===== src/rtl/uart_tx_fifo.sv =====
// uart_tx_fifo
//   Byte FIFO between the bus-side register write port and the UART
//   transmitter. Stores up to DEPTH bytes in a circular buffer and offers
//   them one at a time to uart_tx on a valid/ready pair. After each accept,
//   tx_data is held for one extra cycle (HOLD) because uart_tx samples its
//   data input on the edge after the handshake.
//
// Ports
//   clk, rst   clock, synchronous active-high reset
//   wr_en      push wr_data this cycle (dropped and ovf set when full)
//   wr_data    byte to enqueue
//   flush      discard all stored bytes and any byte being offered
//   ovf_clr    clear the sticky overflow flag
//   tx_valid   byte offered to uart_tx
//   tx_ready   uart_tx ready
//   tx_data    offered byte
//   level      bytes in storage (not counting the byte in tx_data)
//   full       level == DEPTH
//   empty      level == 0
//   lvl_low    level <= LOW_THRESH
//   ovf        sticky: a write was dropped
//   busy       storage not empty or output FSM not idle
module uart_tx_fifo #(
    parameter int DEPTH      = 16,
    parameter int AW         = 4,
    parameter int LOW_THRESH = 2
) (
    input  logic          clk,
    input  logic          rst,
    input  logic          wr_en,
    input  logic [7:0]    wr_data,
    input  logic          flush,
    input  logic          ovf_clr,
    output logic          tx_valid,
    input  logic          tx_ready,
    output logic [7:0]    tx_data,
    output logic [AW:0]   level,
    output logic          full,
    output logic          empty,
    output logic          lvl_low,
    output logic          ovf,
    output logic          busy
);

    typedef enum logic [1:0] {
        IDLE,
        OFFER,
        HOLD
    } state_t;

    state_t state;
    state_t state_next;

    logic [7:0]    mem [DEPTH];
    logic [AW-1:0] wr_ptr;
    logic [AW-1:0] rd_ptr;
    logic          load;
    logic          push;
    logic          drop;

    assign full     = (level == (AW+1)'(DEPTH));
    assign empty    = (level == '0);
    assign lvl_low  = (level <= (AW+1)'(LOW_THRESH));
    assign tx_valid = (state == OFFER);
    assign busy     = !empty || (state != IDLE);

    // full is the registered flag, so a write while full is dropped even
    // when a pop frees a slot on the same edge. flush swallows the write
    // without counting it as an overflow.
    assign push = wr_en && !full && !flush;
    assign drop = wr_en && full && !flush;

    always_ff @(posedge clk) begin
        if (rst) begin
            state <= IDLE;
        end else begin
            state <= state_next;
        end
    end

    // A pop only happens as a load into tx_data, from IDLE or from HOLD.
    always_comb begin
        state_next = state;
        load       = 1'b0;
        if (flush) begin
            state_next = IDLE;
        end else begin
            case (state)
                IDLE: begin
                    if (!empty) begin
                        load       = 1'b1;
                        state_next = OFFER;
                    end
                end
                OFFER: begin
                    if (tx_ready) begin
                        state_next = HOLD;
                    end
                end
                HOLD: begin
                    if (!empty) begin
                        load       = 1'b1;
                        state_next = OFFER;
                    end else begin
                        state_next = IDLE;
                    end
                end
                default: state_next = IDLE;
            endcase
        end
    end

    always_ff @(posedge clk) begin
        if (push) begin
            mem[wr_ptr] <= wr_data;
        end
    end

    // tx_data survives a flush so an accept already in progress still
    // delivers the right byte to uart_tx.
    always_ff @(posedge clk) begin
        if (rst) begin
            wr_ptr  <= '0;
            rd_ptr  <= '0;
            level   <= '0;
            tx_data <= 8'h00;
        end else if (flush) begin
            wr_ptr <= '0;
            rd_ptr <= '0;
            level  <= '0;
        end else begin
            if (push) begin
                wr_ptr <= wr_ptr + 1'b1;
            end
            if (load) begin
                tx_data <= mem[rd_ptr];
                rd_ptr  <= rd_ptr + 1'b1;
            end
            case ({push, load})
                2'b10:   level <= level + 1'b1;
                2'b01:   level <= level - 1'b1;
                default: level <= level;
            endcase
        end
    end

    // A dropped write on the same edge as ovf_clr keeps the flag set.
    always_ff @(posedge clk) begin
        if (rst) begin
            ovf <= 1'b0;
        end else if (drop) begin
            ovf <= 1'b1;
        end else if (ovf_clr) begin
            ovf <= 1'b0;
        end
    end

endmodule

===== config.mk =====
export PLATFORM = sky130hd
export DESIGN_NAME = uart_tx_fifo
export DESIGN_NICKNAME = d
export VERILOG_FILES = /design/src/rtl/uart_tx_fifo.sv
export SDC_FILE = /design/constraint.sdc
export NUM_CORES = 1
export LEC_CHECK = 0
export ABC_AREA = 1
export BUFFER_PORTS_ARGS = -buffer_cell sky130_fd_sc_hd__buf_2
export CORE_UTILIZATION = 54
export CTS_BUF_LIST = sky130_fd_sc_hd__clkbuf_8
export DETAILED_ROUTE_END_ITERATION = 8
export GPL_ROUTABILITY_DRIVEN = 0
export PLACE_DENSITY = 0.72
export SLEW_MARGIN = 20
export SYNTH_ARGS = -nofsm -noshare
export SYNTH_HDL_FRONTEND = slang
export SYNTH_SLANG_ARGS = --single-unit
export TNS_END_PERCENT = 5

===== constraint.sdc =====
create_clock -name clk -period 2.6 [get_ports clk]
set_clock_uncertainty 0.05 [all_clocks]
set_input_delay 0.26 -clock clk [delete_from_list [all_inputs] [get_ports clk]]
set_output_delay 0.26 -clock clk [all_outputs]
set_load 0.02 [all_outputs]

# Yosys cells after proc, flatten, opt, wreduce, memory -nomap -nowiden

Memory sizes are Yosys's and may differ from the RTL's. A register that Yosys moved wholly into a read port is not among the register bits.
Index checks and enable logic that the tools add are counted.

RAM bits: 128
Output and inout bits: 19
ROM bits: 0
Memories: 1
Word-level logic and storage cells: 48
Bits in latches: 0
Input port bits: 14
Flip-flop bits (word level): 16

Memory list:

| name | depth | width | rd ports | clocked after memory_dff | wr ports | RTL line | text |
|---|---|---|---|---|---|---|---|
| mem  | 16    | 8     | 1        | 1                        | 1        | 54       | `logic [7:0] mem [DEPTH];` |

Mux-type cells: 12
Reduce and logical (&&, ||, !) cells: 17
Bitwise gates (word level): 1
$lt $le $gt $ge: 1
$mul: 0
Divide/modulo/power cells: 0
Equal/unequal tests: 7
Shift-type cells: 0
Add/subtract/negate cells: 4

Operator list:

| operator              | number |
|---|---|
| $pmux W5 S2           | 1 |
| $add A4 B1 Y4 const B | 2 |
| $mux W1               | 8 |
| $pmux W2 S3           | 1 |
| $reduce_bool A2 Y1    | 3 |
| $add A5 B1 Y5 const B | 1 |
| $eq A5 B5 Y1 const B  | 1 |
| $le A5 B2 Y1 const B  | 1 |
| $logic_not A5 Y1      | 1 |
| $sub A5 B1 Y5 const B | 1 |
| $eq A2 B1 Y1 const B  | 2 |
| $eq A2 B2 Y1 const B  | 2 |
| $logic_and A1 B1 Y1   | 4 |
| $mux W2               | 2 |
| $reduce_and A2 Y1     | 2 |
| $reduce_or A2 Y1      | 2 |
| $logic_not A1 Y1      | 3 |
| $logic_not A2 Y1      | 1 |
| $ne A2 B1 Y1 const B  | 1 |
| $ne A2 B2 Y1 const B  | 1 |
| $logic_or A1 B1 Y1    | 1 |
| $not A1 Y1            | 1 |

# Longest topological paths before layout

Gate-level depths: netlist of run 1.

Word-level depth: 6
Mapped depth: 16
Depth with buffers taken out: 15

# Worst setup path before layout of run 1

Ideal clock, no wire load.

Path type: register to register
From: reg level[1]
To: reg level[4]
Data required time: 2.427 ns
Library setup time: 0.123 ns
Arrival: 2.236 ns
Buffers on the path: 1
Cell stages (with the launch flop): 17
Period minus slack after synthesis: 2.409 ns
Slack: 0.191 ns
Path through: dfxtp_1 -> inv_1 -> nand4_2 -> nand2_2 -> nor2_2 -> buf_6 -> ha_1 -> inv_1 -> fa_1 -> inv_1 -> nand2_1 -> a21oi_1 -> nor2_1 -> nand2_1 -> nand2_1 -> nand2_1 -> a21oi_1

Word-level cells in the longest chain between the ends: 6
Elaborated cells on any way between the ends: 14
Those cells by class: add/sub: 2; eq/ne: 3; mux: 4; reduce/logical: 5

Ends and longest elaborated chain:

| item                                              | RTL line | text |
|---|---|---|
| from (decl)                                       | 37       | `output logic [AW:0] level,` |
| from (signal assigned)                            | 140      | `2'b10: level <= level + 1'b1;` |
| from (signal assigned)                            | 141      | `2'b01: level <= level - 1'b1;` |
| from (signal assigned)                            | 142      | `default: level <= level;` |
| $logic_not A5 Y1 *                                | 62       | `assign empty = (level == '0);` |
| $mux W1 *                                         | 90, 101  |  |
| $mux W1 *                                         | --       |  |
| $mux W1 *                                         | 85       | `if (flush) begin` |
| net load                                          | 57       | `logic load;` |
| $eq A2 B1 Y1 or $eq A2 B2 Y1 (tied branches)      | 139      | `case ({push, load})` |
| $pmux W5 S2 or $reduce_bool A2 Y1 (tied branches) | --       |  |

The timed path passes the listed nets; every way through them passes the cells marked *.
A chain may end at the register's enable or synchronous reset.

# Worst setup path after layout of run 1

From: reg level[3]
To: reg level[4]

Word-level cells in the longest chain between the ends: 6
Elaborated cells on any way between the ends: 14
Those cells by class: add/sub: 2; eq/ne: 3; mux: 4; reduce/logical: 5

Ends and longest elaborated chain:

| item                                              | RTL line |
|---|---|
| $logic_not A5 Y1 or $eq A5 B5 Y1 (tied branches)  | 62, 61 |
| $mux W1 or $logic_not A1 Y1 (tied branches)       | 90, 101, 70 |
| $mux W1 or $logic_and A1 B1 Y1 (tied branches)    | -- |
| $mux W1 or $logic_and A1 B1 Y1 (tied branches)    | 85, 70 |
| $eq A2 B1 Y1 or $eq A2 B2 Y1 (tied branches)      | 139 |
| $pmux W5 S2 or $reduce_bool A2 Y1 (tied branches) | -- |

Parallel ways exist; a longest one is shown, timed or not.

==> results of run 1 <==
## cell families (layout without fill, tap and decap cells)
| logic type | Yosys count | in the layout |
|---|---|---|
| AOI/OAI and AO/OA | 31 | 31 |
| xor gates and xnor gates | 5 | 5 |
| adders and majority gates | 10 | 10 |
| buffers and inverters | 135 | 187 |
| DFF | 152 | 152 |
| and+or+nand+nor | 354 | 354 |
## what timing repair did
action	4_1_cts	5_1_grt
buffers inserted	0	0
hold buffers	1	0
hold endpoints to repair	1	0
setup endpoints to repair	0	0
## per-stage QoR
step / area (um^2) / hold slack, ps / utilization / worst slack, ps / power, mW
after floorplan: 6782 / 308.9 / - / 191.0 / 3.186
after global placement: 7036 / 385.4 / 0.5809 / 357.2 / 3.324
after detailed placement: 7036 / 405.5 / 0.5809 / 239.1 / 3.345
after CTS: 7376 / 4.690 / 0.6090 / 227.0 / 4.850
after global routing: 7376 / 38.02 / 0.6090 / 6.782 / 5.003
final: 7376 / 19.13 / 0.6090 / 221.8 / 4.828
## sequential cells by signal, summed over array words and instances, names as in the netlist
name and cells:
ovf 1, level 5, rd_ptr 4, wr_ptr 4
state 2, tx_data 8, mem 128
## power groups by stage
stage                     clock (mW)  combinational, mW  sequential, mW
final                           1.53              0.598            2.70
after global routing            1.64              0.665            2.70
after CTS                       1.56              0.598            2.70
after detailed placement           0              0.593            2.75
after global placement             0              0.576            2.75
after floorplan                    0              0.406            2.78
## cell usage after synthesis
cell and instances:
a21oi_1 22, buf_2 8, buf_4 5, buf_6 14, clkinv_1 1, dfxtp_1 24, edfxtp_1 128, fa_1 1
ha_1 9, inv_1 103, inv_2 4, nand2_1 226, nand2_2 4, nand3_1 93, nand4_1 1, nand4_2 1
nor2_1 25, nor2_2 2, nor3_2 1, nor4_1 1, o211ai_1 1, o21ai_0 7, o21bai_1 1, xor2_1 5
## layout make-up
cell class,count,area (um^2),area share
Clock inverter,15,96.34,0.01306
Clock buffer,17,234.0,0.03172
Inverter,108,405.4,0.05496
Sequential cell,152,4325,0.5864
Multi-Input combinational cell,400,1817,0.2463
Timing Repair Buffer,47,287.8,0.03902
Tap cell,168,210.2,0.02850
## worst max-delay path, cell delays in order (launching register included)
cell and delay, ps:
dfxtp_1 350, nor2_2 190, nand4_1 150, nand2_2 160, ha_1 300, inv_1 90, fa_1 410, inv_1 70
nand2_1 40, a21oi_1 180, nor2_1 60, nand2_1 60, nand2_1 50, nand2_1 60, a21oi_1 50
## final timing paths
| kind | startpoint | to | slack (ps) | cells after the start |
|---|---|---|---|---|
| max | level[3]$_SDFFE_PP0P_ | level[4]$_SDFFE_PP0P_ | 220 | 14 |
| min reg2reg | state[1]$_SDFFE_PP0P_ | state[1]$_SDFFE_PP0P_ | 420 | 1 |
| max reg2reg | level[3]$_SDFFE_PP0P_ | level[4]$_SDFFE_PP0P_ | 220 | 14 |
| min | ovf_clr | ovf$_SDFFE_PP0P_ | 20 | 4 |
## layout by cell type, fill, tap and decap left out
| cell type | Yosys | final |
|---|---|---|
| a21oi_1 | 22 | 22 |
| buf_12 | 0 | 1 |
| buf_2 | 8 | 32 |
| buf_4 | 5 | 13 |
| bufinv_16 | 0 | 1 |
| clkbuf_8 | 0 | 17 |
| clkinv_1 | 1 | 5 |
| clkinv_2 | 0 | 5 |
| clkinvlp_4 | 0 | 2 |
| dfxtp_1 | 24 | 23 |
| dfxtp_2 | 0 | 1 |
| dlygate4sd3_1 | 0 | 1 |
| edfxtp_1 | 128 | 128 |
| fa_1 | 1 | 1 |
| ha_1 | 9 | 9 |
| inv_1 | 103 | 106 |
| inv_2 | 4 | 4 |
| nand2_1 | 226 | 226 |
| nand2_2 | 4 | 4 |
| nand3_1 | 93 | 93 |
| nand4_1 | 1 | 1 |
| nand4_2 | 1 | 1 |
| nor2_1 | 25 | 25 |
| nor2_2 | 2 | 2 |
| nor3_2 | 1 | 1 |
| nor4_1 | 1 | 1 |
| o211ai_1 | 1 | 1 |
| o21ai_0 | 7 | 7 |
| o21bai_1 | 1 | 1 |
| xor2_1 | 5 | 5 |
## metal layers
metal / up-vias / share of wire / GRT usage
li1: 2293 / - / -
met1: 2180 / 0.42 / 0.2877
met2: 136 / 0.49 / 0.3883
met3: 36 / 0.051 / 0.04764
met4: 0 / 0.036 / 0.1160
met5: - / 0 / 0
==> metrics.md, run 1 <==
| Metric | Value |
|---|---|
| Clock share of power | `0.318` |
| Relative slew slack | `0.4810` |
| Yosys warns | `0` |
| Num Clock Sinks | `152` |
| Syn_area_per_cell | `9.871 um^2` |
| Drt total wl | `13970 um` |
| Gr ovfl total | `0` |
| Post-synthesis mux area share | `0` |
| CP endpoint kind | `flip-flop` |
| 1st-pass router iterations | `5` |
| Data required, critical path | `2870 ps` |
| Tightest Hold Check Type | `in -> reg` |
| Avg Vias per Cell | `5.121` |
| Synth area leaders | `edfxtp_1 57%, nand2_1 13%, dfxtp_1 7.1%, nand3_1 6.9%, inv_1 5.7%` |
| Clock slew at reported path FFs | `80 ps` |
| Status | `finished, final reports clean` |
| PD cells | `654.6 nW/um^2` |
| Pint | `3.572 mW` |
| Setup TNS | `0 ps` |
| Drt drc | `0` |
| Ant diodes | `0` |
| Kind of critical path | `reg -> reg` |
| Drt initial violations | `352` |
| CTS resizes | `0` |
| Total CTS buffers | `17` |
| Final setup viols | `0` |
| DR WL/cell | `15.40 um` |
| Synth cell types | `24` |
| P&R area growth vs syn | `8.764%` |
| FILL cells | `1034` |
| Tmin final | `2378 ps` |
| Worst Tran Pin Value | `775.6 ps` |
| Placed Cells | `874` |
| NetSw | `1.257 mW` |
| DIE AREA | `13010 um^2` |
| Vias in the first global route | `4466` |
| HPWL Detailed | `9049 um` |
| RSZ-0062 raised after global routing | `no` |
| Combinational share of power | `0.124` |
| Crit Path Max Fanout | `7` |
| Post-Synth XOR/XNOR Area | `0.006458` |
| Port bufs | `32` |
| Largest net degree at the start of global routing | `66` |
| First-pass GRT wire length | `22050 um` |
| Final Slew Violations | `0` |
| Cell count after synthesis | `687` |
| Die Wd | `114.1 um` |
| Hold Vio Cnt, Final | `0` |
| Compound-Gate Fraction of Synth Area | `0.02362` |
| Initial antenna violation count | `0` |
| Synthesized net count | `711` |
| Clock Tree Buf Depth | `2` |
| Post-Syn Area | `6782 um^2` |
| Std cell rows | `40` |
| Htree depth | `4` |
| Max-Cap Viols | `0` |
| Leakage | `3.183 nW` |
| # nets final | `750` |
| Seq/Total Area, Yosys | `0.6376` |
| Highest Clock Rate | `420.5 MHz` |
| Synth top area share | `0.5668` |
| I/O pins | `33` |
| Vias | `4645` |
| Switching part of the total power | `0.2603` |
| GR Util All Layers | `0.2320` |
| Maximum VDD drop | `0.3790 mV` |
| CP Launch Type | `flip-flop` |
| Worst Path Arrival | `2650 ps` |
| Root Driver | `clkbuf_8` |
| CTS tree | `built` |
| Reg power frac | `0.559` |
| Non-filler cells, final | `907` |
| Top cell type by total area after synthesis | `edfxtp_1` |
| Fraction of the mapped netlist area in simple logic gates | `0.2183` |
| Seq cells post-synth | `152` |
| Initial cell density of the core | `0.5599` |
| Core area | `12110 um^2` |
| Die height | `114.1 um` |
| Post-Synth Adder-Cell Area | `0.01956` |
| Period utilization | `0.9147` |
| Main combinational cell family by area after synthesis | `simple AND/OR/NAND/NOR gates` |
| Clk_lat worst skew | `440 ps` |
| Share of layout cells above drive strength 1 | `0.1137` |
| Antenna-violating nets left | `0` |
(Power assumes the default switching activity.)
==> inputs of run 2 (changes only) <==
--- a/config.mk
+++ b/config.mk
@@ -11,8 +11,8 @@
 export CTS_BUF_LIST = sky130_fd_sc_hd__clkbuf_8
 export DETAILED_ROUTE_END_ITERATION = 8
 export GPL_ROUTABILITY_DRIVEN = 0
+export MAX_ROUTING_LAYER = met4
 export PLACE_DENSITY = 0.72
-export SLEW_MARGIN = 20
 export SYNTH_ARGS = -nofsm -noshare
 export SYNTH_HDL_FRONTEND = slang
 export SYNTH_SLANG_ARGS = --single-unit
==> constraint.sdc (replaced) <==
create_clock -name clk -period 2.5 [get_ports clk]
set_clock_uncertainty 0.05 [all_clocks]
set_input_delay 0.25 -clock clk [delete_from_list [all_inputs] [get_ports clk]]
set_output_delay 0.25 -clock clk [all_outputs]
set_load 0.02 [all_outputs]
==> run 2 against run 1 <==
  * Register-to-register slack got worse by 20 ps
  * Largest power group unchanged
  * Utilization is 1.6 points higher
  * Combinational power grew 6.0%
  * Power is 14% higher
  * Sequential power up 4%
  * Largest cell class unchanged
  * First-iteration DRC count up 19%
  * Clock power increased by 35%
  * Non-clock buffer count grew 9
  * Critical path type unchanged
  * Count of clock-buffer cells in the layout stayed put
  * Die area unchanged
  * Wire length up 3.5%
  * Worst hold slack better by 31 ps
==> metrics.md, run 2 (synthesis gave the netlist of run 1 again) <==
| Metric | Value |
|---|---|
| Status | `finished, final reports clean` |
| FILL cells | `1010` |
| Num Clock Sinks | `152` |
| Drt drc | `0` |
| Vias | `4651` |
| DIE AREA | `13010 um^2` |
| HPWL Detailed | `9154 um` |
| Worst setup endpoint | `level[4]$_SDFFE_PP0P_` |
| CP endpoint kind | `flip-flop` |
| Kind of critical path | `reg -> reg` |
| Die height | `114.1 um` |
| Worst Tran Pin Value | `703.1 ps` |
| Relative slew slack | `0.5313` |
| P&R area growth vs syn | `11.64%` |
| Root Driver | `clkbuf_8` |
| Total CTS buffers | `17` |
| First-pass GRT wire length | `22590 um` |
| Tmin final | `2295 ps` |
| Antenna-violating nets left | `0` |
| Setup TNS | `0 ps` |
| Sequential cell area | `4327 um^2` |
| Htree depth | `4` |
| Share of layout cells above drive strength 1 | `0.1310` |
| Met3 usage | `0.04764` |
| Clock slew at reported path FFs | `80 ps` |
| Top reg by flops | `mem` |
| Hold Vio Cnt, Final | `0` |
| Core area | `12110 um^2` |
| Fin util | `0.6251` |
| Busiest layer in global routing | `met2` |
| Non-filler cells, final | `916` |
| GR Util All Layers | `0.2470` |
| Top flop regs | `mem x128, tx_data x8, level x5` |
| Met1 global-route usage | `0.3019` |
| Ant diodes | `0` |
| Std cell rows | `40` |
| Largest net degree at the start of global routing | `66` |
| Reg2reg path depth | `15` |
| Clk_lat worst skew | `460 ps` |
| I/O pins | `33` |
| Final Slew Violations | `0` |
| Post-CTS Setup Bufs | `0` |
| Commonest non-fill, non-tap cell in the layout | `nand2_1` |
| FF-to-FF End | `level[4]$_SDFFE_PP0P_` |
| Met2 Usage GRT | `0.4077` |
| CP Launch Type | `flip-flop` |
| Critical path launch point | `level[4]$_SDFFE_PP0P_` |
| Worst Path Arrival | `2580 ps` |
| Origin of the critical flop-to-flop path | `level[4]$_SDFFE_PP0P_` |
| Maximum VDD drop | `0.6527 mV` |
| Initial cell density of the core | `0.5599` |
| PD cells | `726.2 nW/um^2` |
| Gr ovfl total | `0` |
| Most frequent cells in the layout | `226 x nand2_1, 128 x edfxtp_1, 103 x inv_1, 93 x nand3_1, 32 x buf_2` |
| Drt initial violations | `419` |
| CTS tree | `built` |
| Leakage | `3.267 nW` |
| Clock Tree Buf Depth | `2` |
| Avg Vias per Cell | `5.078` |
| Initial antenna violation count | `0` |
| Vias in the first global route | `4406` |
| Max-Cap Viols | `0` |
| Port bufs | `32` |
| RSZ-0062 raised after global routing | `no` |
| DR WL/cell | `15.78 um` |
| Data required, critical path | `2790 ps` |
| Multi-input logic area | `1829 um^2` |
| Final setup viols | `0` |
| # nets final | `759` |
| Worst R2R Setup Slack | `210 ps` |
| Placed Cells | `882` |
| Largest register FFs | `128` |
| 1st-pass router iterations | `5` |
| Drt total wl | `14450 um` |
| Tightest Hold Check Type | `in -> reg` |
| Crit Path Max Fanout | `5` |
| Highest Clock Rate | `435.8 MHz` |
| Period utilization | `0.9179` |
| Die Wd | `114.1 um` |
## run 2: cell types whose count changed in the layout (fill, tap and decap cells not counted), sizes merged
cell	change
dlygate4sd3	+1
buf	+8
inv	-3
bufinv	+4
clkinv	-2
clkinvlp	+1
## run 2: worst min path at each step
stage	from	slack, ps	cells after the start	end
after floorplan	wr_data[0]	300	0	mem[0][0]$_DFFE_PP_
after global placement	state[1]$_SDFFE_PP0P_	380	1	state[1]$_SDFFE_PP0P_
after detailed placement	ovf$_SDFFE_PP0P_	410	2	ovf$_SDFFE_PP0P_
after CTS	rst	30	2	ovf$_SDFFE_PP0P_
after global routing	rst	50	2	ovf$_SDFFE_PP0P_
final	rst	50	2	ovf$_SDFFE_PP0P_
## run 2: where the power goes
group / internal, mW / switching, mW
logic: 0.192 / 0.441
clock network: 1.17 / 0.889
registers: 2.78 / 0.0230
total: 4.14 / 1.35
## run 2: per-layer routing
| layer | part of all wire | wire (um) |
|---|---|---|
| met1 | 0.42 | 6030 |
| met2 | 0.50 | 7292 |
| met3 | 0.057 | 828 |
| met4 | 0.021 | 300 |
| met5 | 0 | 0 |
## run 2: timing repair
action	4_1_cts	5_1_grt
hold endpoints to repair	2	0
hold buffers	2	0
endpoints found under the setup margin	0	1
gates resized for setup	0	3
## run 2: area by class of cell
cell class,count,area share
Inverter,108,0.05354
Sequential cell,152,0.5715
Timing Repair Buffer,56,0.04726
Clock buffer,17,0.03090
Multi-Input combinational cell,400,0.2416
Tap cell,168,0.02776
Clock inverter,15,0.02743
## run 2: worst max-delay path: stages (launching register included)
cell     delay, ps
dfxtp_1        410
inv_1          100
nand4_2        110
nand2_2         90
nor2_2         170
ha_4           200
inv_1           60
fa_1           390
inv_1           70
nand2_1         40
a21oi_1        180
nor2_1          60
nand2_1         60
nand2_1         50
nand2_1         60
a21oi_1         60
## run 2: metrics by stage
| stage | hold WS, ps | setup slack [ps] | instance area [um^2] | total power, mW |
|---|---|---|---|---|
| 2_1_floorplan | 298.9 | 90.97 | 6782 | 3.314 |
| 5_1_grt | 52.44 | 46.28 | 7571 | 5.678 |
| 4_1_cts | 27.35 | 117.9 | 7557 | 5.508 |
| 3_5_place_dp | 413.0 | 136.6 | 7096 | 3.484 |
| 6_report | 50.41 | 205.2 | 7571 | 5.498 |
| 3_3_place_gp | 382.4 | 263.2 | 7096 | 3.462 |
==> inputs of run 3 (changes only) <==
--- a/config.mk
+++ b/config.mk
@@ -7,12 +7,11 @@
 export LEC_CHECK = 0
 export ABC_AREA = 1
 export BUFFER_PORTS_ARGS = -buffer_cell sky130_fd_sc_hd__buf_2
-export CORE_UTILIZATION = 54
+export CORE_UTILIZATION = 30
 export CTS_BUF_LIST = sky130_fd_sc_hd__clkbuf_8
 export DETAILED_ROUTE_END_ITERATION = 8
 export GPL_ROUTABILITY_DRIVEN = 0
 export MAX_ROUTING_LAYER = met4
-export PLACE_DENSITY = 0.72
 export SYNTH_ARGS = -nofsm -noshare
 export SYNTH_HDL_FRONTEND = slang
 export SYNTH_SLANG_ARGS = --single-unit
==> constraint.sdc (replaced) <==
create_clock -name clk -period 2.5 [get_ports clk]
set_clock_uncertainty 0.05 [all_clocks]
set_input_delay 0 -clock clk [delete_from_list [all_inputs] [get_ports clk]]
set_output_delay 0 -clock clk [all_outputs]
set_load 0.02 [all_outputs]
==> run 3 against run 2 <==
  * The run now ends with design-rule violations left
  * Non-clock buffer count grew 10
  * Register-to-register slack gained 60 ps
  * Wire length grew 7.9%
  * Clock power is essentially flat
  * Critical path type unchanged
==> metrics.md, run 3 (synthesis gave the netlist of run 1 again) <==
| Metric | Value |
|---|---|
| Status | `finished, violations left` |
| Violated checks | `design-rule violations` |
| Initial cell density of the core | `0.3079` |
| I/O pins | `33` |
| Highest Clock Rate | `447.3 MHz` |
| CTS tree | `built` |
| Share of layout cells above drive strength 1 | `0.1293` |
| Largest net degree at the start of global routing | `66` |
| Hold wc startpoint | `tx_ready` |
| GR Util All Layers | `0.1447` |
| Worst R2R Setup Slack | `260 ps` |
| Hold Vio Cnt, Final | `0` |
| FF-to-FF End | `level[4]$_SDFFE_PP0P_` |
| Top reg by flops | `mem` |
| Buf/Inv on CP | `3` |
| Worst Hold Margin | `303.6 ps` |
| DIE AREA | `23210 um^2` |
| Origin of the critical flop-to-flop path | `level[4]$_SDFFE_PP0P_` |
| Met2 Usage GRT | `0.2271` |
| Total CTS buffers | `17` |
| Root Driver | `clkbuf_8` |
| Crit path largest cell delay | `410 ps` |
| First-pass GRT wire length | `24820 um` |
| Cell family with most CP delay | `simple AND/OR/NAND/NOR gates` |
| Drt initial violations | `476` |
| Clock Tree Buf Depth | `2` |
| Hold Path Cell Cnt | `4` |
| Met1 global-route usage | `0.1881` |
| Setup TNS | `0 ps` |
| Avg Vias per Cell | `4.513` |
| Worst Tran Pin Value | `1152 ps` |
| Multi-input logic area | `1829 um^2` |
| Leakage | `3.297 nW` |
| 1st-pass router iterations | `7` |
| Area after DPL | `7208 um^2` |
| Reg2reg path depth | `15` |
| Post-CTS Setup Bufs | `0` |
| Worst Path Arrival | `2520 ps` |
| Slowest stage cell, crit path | `dfxtp_1` |
| Crit path top cell by count | `nand2_1` |
| Fin util | `0.3540` |
| CP Launch Type | `flip-flop` |
| Maximum VDD drop | `0.3444 mV` |
| Ant diodes | `0` |
| Vias | `4685` |
| Design Area, Final | `7796 um^2` |
| # nets final | `769` |
| Std cell rows | `54` |
| Gr ovfl total | `0` |
| Final Slew Violations | `0` |
| Kind of critical path | `reg -> reg` |
| Busiest layer in global routing | `met2` |
| Die Wd | `152.4 um` |
| Most frequent cells in the layout | `226 x nand2_1, 128 x edfxtp_1, 103 x inv_1, 93 x nand3_1, 32 x buf_2` |
| Initial antenna violation count | `0` |
| Commonest non-fill, non-tap cell in the layout | `nand2_1` |
| Met3 usage | `0.03185` |
| Port bufs | `32` |
| P&R area growth vs syn | `14.96%` |
| Core area | `22030 um^2` |
| Hold endpoint | `state[1]$_SDFFE_PP0P_` |
| Num Clock Sinks | `152` |
| Data required, critical path | `2780 ps` |
| Sequential cell area | `4327 um^2` |
| Top flop regs | `mem x128, tx_data x8, level x5` |
| CP endpoint kind | `flip-flop` |
| Die height | `152.4 um` |
| Drt drc | `4` |
| FILL cells | `2239` |
| DR WL/cell | `15.02 um` |
| Tightest Hold Check Type | `in -> reg` |
| Max-Cap Viols | `0` |
| Crit Path Max Fanout | `5` |
| Period utilization | `0.8942` |
| CP Cell Sequence | `inv_1 -> nand4_2 -> nand2_2 -> nor2_2 -> ha_4 -> inv_1 -> fa_1 -> inv_1 -> nand2_1 -> a21oi_1 -> nor2_1 -> nand2_1 -> nand2_1 -> nand2_1 -> a21oi_1` |
| Clock slew at reported path FFs | `90 ps` |
| PD cells | `703.1 nW/um^2` |
| Htree depth | `4` |
| RSZ-0062 raised after global routing | `no` |
| Largest register FFs | `128` |
| Tmin final | `2236 ps` |
| Relative slew slack | `0.2311` |
| Drt total wl | `15590 um` |
| Clk_lat worst skew | `450 ps` |
| Final setup viols | `0` |
| Vias in the first global route | `4571` |
| HPWL Detailed | `9628 um` |
| Antenna-violating nets left | `0` |
run 3: cell count changes in the layout (fill, tap and decap cells not counted), sizes merged:
cell         before  now
dlygate4sd3       2   14
inv             107  109
clkinv            8    7
bufinv            5    4
buf              54   52
run 3: worst max path at each step:
stage	startpoint	endpoint	slack, ps	depth (start not counted)
2_1_floorplan	level[1]$_SDFFE_PP0P_	level[4]$_SDFFE_PP0P_	90	16
3_3_place_gp	level[3]$_SDFFE_PP0P_	level[4]$_SDFFE_PP0P_	240	14
4_1_cts	level[1]$_SDFFE_PP0P_	level[4]$_SDFFE_PP0P_	140	15
6_report	level[4]$_SDFFE_PP0P_	level[4]$_SDFFE_PP0P_	260	15
5_1_grt	level[4]$_SDFFE_PP0P_	level[4]$_SDFFE_PP0P_	20	15
3_5_place_dp	level[1]$_SDFFE_PP0P_	level[4]$_SDFFE_PP0P_	150	15
run 3: cell type report:
type,instances,share of cell area
multi-input combinational,400,0.2346
inverter,108,0.05200
sequential,152,0.5550
timing repair buffer,66,0.05778
clock buffer,17,0.03001
tap,280,0.04494
clock inverter,15,0.02568
run 3: power breakdown:
part           internal, mW  switching [mW]  leakage (nW)
combinational         0.199           0.443          1.74
clock                  1.09           0.948         0.210
sequential             2.78          0.0211          1.35
run 3: metrics by stage:
step | power, mW | std cells | setup slack [ps]
2_1_floorplan | 3.314 | 687 | 90.97
3_3_place_gp | 3.478 | 992 | 236.7
3_5_place_dp | 3.483 | 992 | 148.3
4_1_cts | 5.516 | 1038 | 135.4
5_1_grt | 5.698 | 1038 | 18.58
6_report | 5.481 | 1038 | 264.5
run 3: what timing repair did:
item,CTS,global route
hold buffers,14,0
setup endpoints to repair,0,1
gates resized for setup,0,3
hold endpoints to repair,146,0
run 3: worst min-delay path, stage by stage:
cell and delay (ps):
dlygate4sd3_1 530, buf_2 120, inv_1 60, nor4_1 50
run 3: per-layer routing:
| layer | vias to the layer above | share of wire |
|---|---|---|
| li1 | 2326 | - |
| met1 | 2254 | 0.48 |
| met2 | 89 | 0.47 |
| met3 | 16 | 0.039 |
| met4 | 0 | 0.0099 |
| met5 | - | 0 |
